`src/rtl/pp_package.sv`:
```
// Packet-path shared types: stream widths and serializer word/state types.
package pp_package;

  localparam int TDATA_WIDTH = 32;
  localparam int TKEEP_WIDTH = TDATA_WIDTH / 8;
  localparam int SER_DEPTH   = 4;
  localparam int SER_CNT_W   = $clog2(SER_DEPTH + 1);

  typedef enum logic {
    SER_IDLE,
    SER_SEND
  } ser_state_t;

  typedef struct packed {
    logic [TDATA_WIDTH*SER_DEPTH-1:0] data;
    logic [SER_CNT_W-1:0]             beats;
    logic                             last;
    logic [TKEEP_WIDTH-1:0]           keep;
  } ser_word_t;

endpackage

```
`src/rtl/beat_serializer.sv`:
```
// Wide word to AXI4-Stream beat serializer, lowest slice first.
// Optional BEAT_SER_PREFETCH_EN adds a holding register for bubble-free words.
module beat_serializer
  import pp_package::*;
#(
  parameter int DEPTH = SER_DEPTH
) (
  input  logic                         clk,
  input  logic                         rst,
  input  logic                         in_valid,
  output logic                         in_ready,
  input  logic [TDATA_WIDTH*DEPTH-1:0] in_data,
  input  logic [$clog2(DEPTH+1)-1:0]   in_beats,
  input  logic                         in_last,
  input  logic [TKEEP_WIDTH-1:0]       in_keep,
  output logic [TDATA_WIDTH-1:0]       m_axis_tdata,
  output logic                         m_axis_tvalid,
  input  logic                         m_axis_tready,
  output logic                         m_axis_tlast,
  output logic [TKEEP_WIDTH-1:0]       m_axis_tkeep,
  output logic                         busy
);

  localparam int CNT_W = $clog2(DEPTH + 1);

  ser_state_t state, nxt_state;
  ser_word_t  cur, nxt_cur, word_in;
  logic [CNT_W-1:0] idx, nxt_idx;
  logic acc, fire, final_beat, hold_vld;
  logic nxt_last;

  always_comb begin
    word_in       = '0;
    word_in.data  = in_data;
    word_in.beats = in_beats;
    if (in_beats == '0 || int'(in_beats) > DEPTH)
      word_in.beats = CNT_W'(DEPTH);
    word_in.last  = in_last;
    word_in.keep  = in_keep;
  end

  assign acc        = in_valid & in_ready;
  assign fire       = (state == SER_SEND) & m_axis_tready;
  assign final_beat = (idx == cur.beats - CNT_W'(1));
  assign m_axis_tvalid = (state == SER_SEND);

`ifdef BEAT_SER_PREFETCH_EN
  ser_word_t hold, nxt_hold;
  logic      nxt_hvld;

  assign in_ready = ~hold_vld;

  // A word arriving on the final-beat edge bypasses the holding register.
  always_comb begin
    nxt_hold = hold;
    nxt_hvld = hold_vld;
    if (fire && final_beat && hold_vld)
      nxt_hvld = 1'b0;
    if (acc && state == SER_SEND && !(fire && final_beat)) begin
      nxt_hold = word_in;
      nxt_hvld = 1'b1;
    end
  end

  always_ff @(posedge clk) begin
    if (!rst) begin
      hold     <= '0;
      hold_vld <= 1'b0;
    end else begin
      hold     <= nxt_hold;
      hold_vld <= nxt_hvld;
    end
  end
`else
  assign hold_vld = 1'b0;
  assign in_ready = (state == SER_IDLE);
`endif

  assign busy = (state != SER_IDLE) | hold_vld;

  always_comb begin
    nxt_state = state;
    nxt_idx   = idx;
    nxt_cur   = cur;
    unique case (state)
      SER_IDLE: begin
        if (acc) begin
          nxt_cur   = word_in;
          nxt_idx   = '0;
          nxt_state = SER_SEND;
        end
      end
      SER_SEND: begin
        if (fire) begin
          if (!final_beat) begin
            nxt_idx = idx + CNT_W'(1);
          end else begin
`ifdef BEAT_SER_PREFETCH_EN
            if (hold_vld) begin
              nxt_cur = hold;
              nxt_idx = '0;
            end else if (acc) begin
              nxt_cur = word_in;
              nxt_idx = '0;
            end else begin
              nxt_state = SER_IDLE;
            end
`else
            nxt_state = SER_IDLE;
`endif
          end
        end
      end
      default: nxt_state = SER_IDLE;
    endcase
  end

  // Output beat is computed from the next word/index so it is registered.
  assign nxt_last = nxt_cur.last && (nxt_idx == nxt_cur.beats - CNT_W'(1));

  always_ff @(posedge clk) begin
    if (!rst) begin
      state        <= SER_IDLE;
      idx          <= '0;
      cur          <= '0;
      m_axis_tdata <= '0;
      m_axis_tlast <= 1'b0;
      m_axis_tkeep <= '0;
    end else begin
      state <= nxt_state;
      idx   <= nxt_idx;
      cur   <= nxt_cur;
      if (nxt_state == SER_SEND) begin
        m_axis_tdata <= nxt_cur.data[int'(nxt_idx)*TDATA_WIDTH +: TDATA_WIDTH];
        m_axis_tlast <= nxt_last;
        m_axis_tkeep <= nxt_last ? nxt_cur.keep : '1;
      end else begin
        m_axis_tdata <= '0;
        m_axis_tlast <= 1'b0;
        m_axis_tkeep <= '0;
      end
    end
  end

endmodule

```
`config.mk`:
```
export PLATFORM = sky130hd
export DESIGN_NAME = beat_serializer
export DESIGN_NICKNAME = d
export VERILOG_FILES = /design/src/rtl/pp_package.sv /design/src/rtl/beat_serializer.sv
export SDC_FILE = /design/constraint.sdc
export NUM_CORES = 1
export LEC_CHECK = 0
export CORE_MARGIN = 1.5
export CORE_UTILIZATION = 52
export DETAILED_ROUTE_END_ITERATION = 16
export PLACE_DENSITY_LB_ADDON = 0.2
export RECOVER_POWER = 100
export SYNTH_ARGS = -nofsm -noshare
export SYNTH_HDL_FRONTEND = slang
export SYNTH_SLANG_ARGS = --single-unit
```
`constraint.sdc`:
```
create_clock -name clk -period 4.1 [get_ports clk]
set_clock_uncertainty 0.2 [all_clocks]
set_input_delay 1.025 -clock clk [delete_from_list [all_inputs] [get_ports clk]]
set_output_delay 1.025 -clock clk [all_outputs]
set_load 0.1 [all_outputs]
```
==> results.txt <==
----------------------------------------------------
[Place]
  Hpwl dp ... about 15000 um
  PortBufs ... about 180
  Instance area after placement ... 10900 um^2
  Routability-driven placement congestion ratio ... 0.835

[Cells and area]
  Proportion of layout cells with a drive suffix above 1 ... 8.56%
  Number of nets in the layout ... 1369
  Fill cells ... 1475
  Post-layout utilization of the core ... 66.4%
  Area growth syn-to-layout ... 25.4%
  Final std cell area, no fill ... 11400 um^2

[Critical path]
  CP max-delay cell ... sky130_fd_sc_hd__dlygate4sd3_1
  Cell-by-cell listing of the critical path ... dlygate4sd3_1, or2_2, ha_1, nor4bb_1, a21oi_1, ha_1, a211o_1, and3_1, mux2_1, and3_1
  Maximum fanout encountered on the critical timing path ... 5
  Data required time of the worst path ... 4220 ps
  Crit. End Element ... register
  Type of the setup path with the least slack ... in -> reg
  Startpoint types ... input pin
  Setup slack on the worst flop-to-flop path ... between 900 and 1000 ps
  Peak per-stage delay on the critical path ... 540 ps
  Arrival time of data at the critical path endpoint ... between 3000 and 4000 ps

[Routing]
  First-iteration detailed-routing DRC count ... roughly 740
  Wire length reported by the detailed router ... between 20000 and 25000 um
  Vias ... 8452
  Vias per cell ... 5.77
  Antenna Violating Nets Remaining ... 0
  Avg WL per Cell ... 16.7 um
  Number of detailed-routing iterations run before antenna repair ... 5
  Number of design rule violations left after detail routing ... 0

[Synthesis]
  Area contributors post-synth ... sky130_fd_sc_hd__dfxtp_1, sky130_fd_sc_hd__a21oi_1, sky130_fd_sc_hd__mux2i_1
  Sequential fraction of the synthesis area ... 38.9%
  Post-synth top area cell ... sky130_fd_sc_hd__dfxtp_1
  Synth unique cells ... 49
  Synthesized netlist net count ... roughly 1300
  Synthesized area divided by synthesized cell count ... 8.16 um^2
  Primary FF master, synth ... sky130_fd_sc_hd__dfxtp_1
  Number of synthesized register bits ... 177
  Number of warnings printed during yosys synthesis ... 0
  Area of the mapped netlist ... between 9000 and 10000 um^2
  Fraction of post-synthesis cell area in the top cell type by area ... 38.9%
  EDFF count, synth ... 0
  Post-synth ARST share ... 0%
  Number of instances in the synthesized netlist ... 1115

[CTS]
  Clock Sink Count ... 177
  Clock-pin slew of the registers on the worst-case setup and hold paths ... 60 ps
  CTS buffer count ... 17
  Clock insertion delay at the later pin of the skew report ... ~430 ps
  Clock tree root buffer cell ... sky130_fd_sc_hd__clkbuf_16
  TritonCTS clock tree ... built
  CTS-repair resized insts ... 0
  Number of setup buffers added after CTS ... 0
  Longest Clk Path Bufs ... 2
  Clock H-tree levels ... 4
  Cts hold-fix bufs ... 0

[STA]
  Final total negative setup slack ... 0 ps
  Max-Slew Margin vs Limit ... 10.5%
  RSZ-0062 raised after global routing ... false
  WHS ... 254 ps
  Crit path time final ... 3670 ps
  Final setup fails ... 0
  Transition time of the tightest slew-check pin ... 1340 ps
  Number of hold-slack violations in the final timing report ... 0
  Final Cycle Share ... 89.5%
  Maximum clock frequency ... between 200 and 300 MHz
  Pins over their slew limit ... 0

[Floorplanning]
  Starting density of the core ... 53.0%
  # IOs ... 180
  Die Span X ... approximately 140 um
  Die Outline Area ... 18300 um^2
  Die height ... 135 um
  Placeable core region ... ~17000 um^2
  Row cnt ... 48

[GRT]
  Maximum number of pins on one net before global-route repair ... 108
  Remaining Overflow, GRT ... 0
  Vias in the first global route ... 7800
  Initial antenna violation count ... 1
  Global-route total usage across every layer ... a little over a quarter
  Global-route wire length before repair ... ~40000 um

[Power]
  Total power density per cell area ... between 300 and 400 nW/um^2
  Largest voltage drop on the vdd net ... 0.334 mV
  Leakage component of the power ... 4.04 nW

[Run]
  Max-cap viol count ... 0

[Run status]
  Outcome ... finished, final reports clean

[Min path]
  Type of the most critical hold path ... reg -> reg

----------------------------------------------------
[path summary, 6_finish.rpt]
path / from / endpoint / cells past startpoint
worst max register to register: cur[5]$_SDFF_PN0_ / m_axis_tdata[18]$_SDFF_PN0_ / 8
worst min register to register: cur[0]$_SDFF_PN0_ / cur[0]$_SDFF_PN0_ / 2
worst max-delay path: in_beats[0] / m_axis_tlast$_SDFF_PN0_ / 10
worst min-delay path: cur[0]$_SDFF_PN0_ / cur[0]$_SDFF_PN0_ / 2
[report_power, final]
part	switching, W	total (W)	leakage [nW]	internal (W)
combinational	0.000596	0.000950	2.29	0.000354
sequential	0.0000562	0.00188	1.45	0.00182
clock	0.000667	0.00169	0.294	0.00102
[cells in the final DEF (no fill, tap or decap), drive strengths merged, types with 2 or more instances in the layout]
cell type,instances
dfxtp,177
nand2,171
a21oi,136
clkdlybuf4s50,136
nor3,96
nor2,73
mux2i,66
nand2b,65
o21ai,64
dlygate4sd3,40
a221oi,36
o22ai,33
o211ai,33
clkbuf,29
buf,17
inv,8
a31oi,7
and2,6
ha,4
xor2,3
and3,3
nand3,3
clkinvlp,3
bufinv,3
clkinv,3
xnor2,3
mux2,3
a211o,2
[per-stage QoR]
stage                     std cells  setup WS, ps  total power [W]
final                          1464           429          0.00452
after global routing           1463           346          0.00470
after CTS                      1463           671          0.00456
after detailed placement       1431           225          0.00288
after global placement         1431           288          0.00287
after floorplan                1115           585          0.00257
[cells by family (layout without fill, tap and decap cells)]
| family | Yosys count | in the layout | synth area share [%] |
|---|---|---|---|
| xor gates and xnor gates | 8 | 8 | 1.17 |
| AOI/OAI and AO/OA | 316 | 316 | 22.8 |
| and+or+nand+nor | 425 | 425 | 22.9 |
| DFF | 177 | 177 | 38.9 |
| other | 0 | 1 | 0 |
| adders and majority gates | 4 | 4 | 0.550 |
| buffers and inverters | 116 | 239 | 5.83 |
| muxes | 69 | 69 | 7.81 |
[per-layer routing]
layer	vias up	global-route usage, %	routed length [um]
li1	4156	-	-
met1	3935	36.8	11200
met2	320	42.8	11100
met3	41	5.05	1610
met4	0	9.20	491
met5	-	0	0
[area by class of cell]
cell class                 instances  area (um^2)  area share, %
sequential                       177         3550           31.1
multi-input combinational        822         4960           43.4
clock inverter                     9          128           1.12
antenna                            1         2.50         0.0219
tap                              225          282           2.47
timing repair buffer             199         1980           17.3
clock buffer                      23          489           4.29
inverter                           8         32.5          0.285
[worst max-delay path: cells and delay by family]
kind                     cells  cell delay [ps]
buffers and inverters        1              540
multiplexers                 1              370
adder cells (fa/ha/maj)      2              510
AO/OA/AOI/OAI                2              390
AND/OR/NAND/NOR              4              960
[registers in the layout (all words and copies together) (netlist names)]
register / count
busy: 1
cur: 136
idx: 3
m_axis_tdata: 32
m_axis_tkeep: 4
m_axis_tlast: 1
[Yosys cell counts, types with 2 or more instances]
| cell type | count |
|---|---|
| sky130_fd_sc_hd__xnor2_1 | 2 |
| sky130_fd_sc_hd__nor2_1 | 73 |
| sky130_fd_sc_hd__and3_1 | 3 |
| sky130_fd_sc_hd__nor3_1 | 67 |
| sky130_fd_sc_hd__buf_1 | 3 |
| sky130_fd_sc_hd__buf_2 | 33 |
| sky130_fd_sc_hd__a21oi_1 | 136 |
| sky130_fd_sc_hd__inv_1 | 8 |
| sky130_fd_sc_hd__xor2_1 | 3 |
| sky130_fd_sc_hd__nand2b_1 | 65 |
| sky130_fd_sc_hd__o22ai_1 | 33 |
| sky130_fd_sc_hd__o211ai_1 | 33 |
| sky130_fd_sc_hd__nor3_2 | 29 |
| sky130_fd_sc_hd__a221oi_2 | 30 |
| sky130_fd_sc_hd__mux2i_1 | 65 |
| sky130_fd_sc_hd__nand3_1 | 3 |
| sky130_fd_sc_hd__o21ai_0 | 63 |
| sky130_fd_sc_hd__ha_1 | 4 |
| sky130_fd_sc_hd__and2_1 | 6 |
| sky130_fd_sc_hd__a31oi_1 | 7 |
| sky130_fd_sc_hd__mux2_2 | 2 |
| sky130_fd_sc_hd__buf_6 | 5 |
| sky130_fd_sc_hd__clkbuf_1 | 62 |
| sky130_fd_sc_hd__a211o_1 | 2 |
| sky130_fd_sc_hd__a221oi_1 | 6 |
| sky130_fd_sc_hd__nand2_1 | 170 |
| sky130_fd_sc_hd__buf_4 | 4 |
| sky130_fd_sc_hd__dfxtp_1 | 177 |
Power figures use the tool's default switching activity.
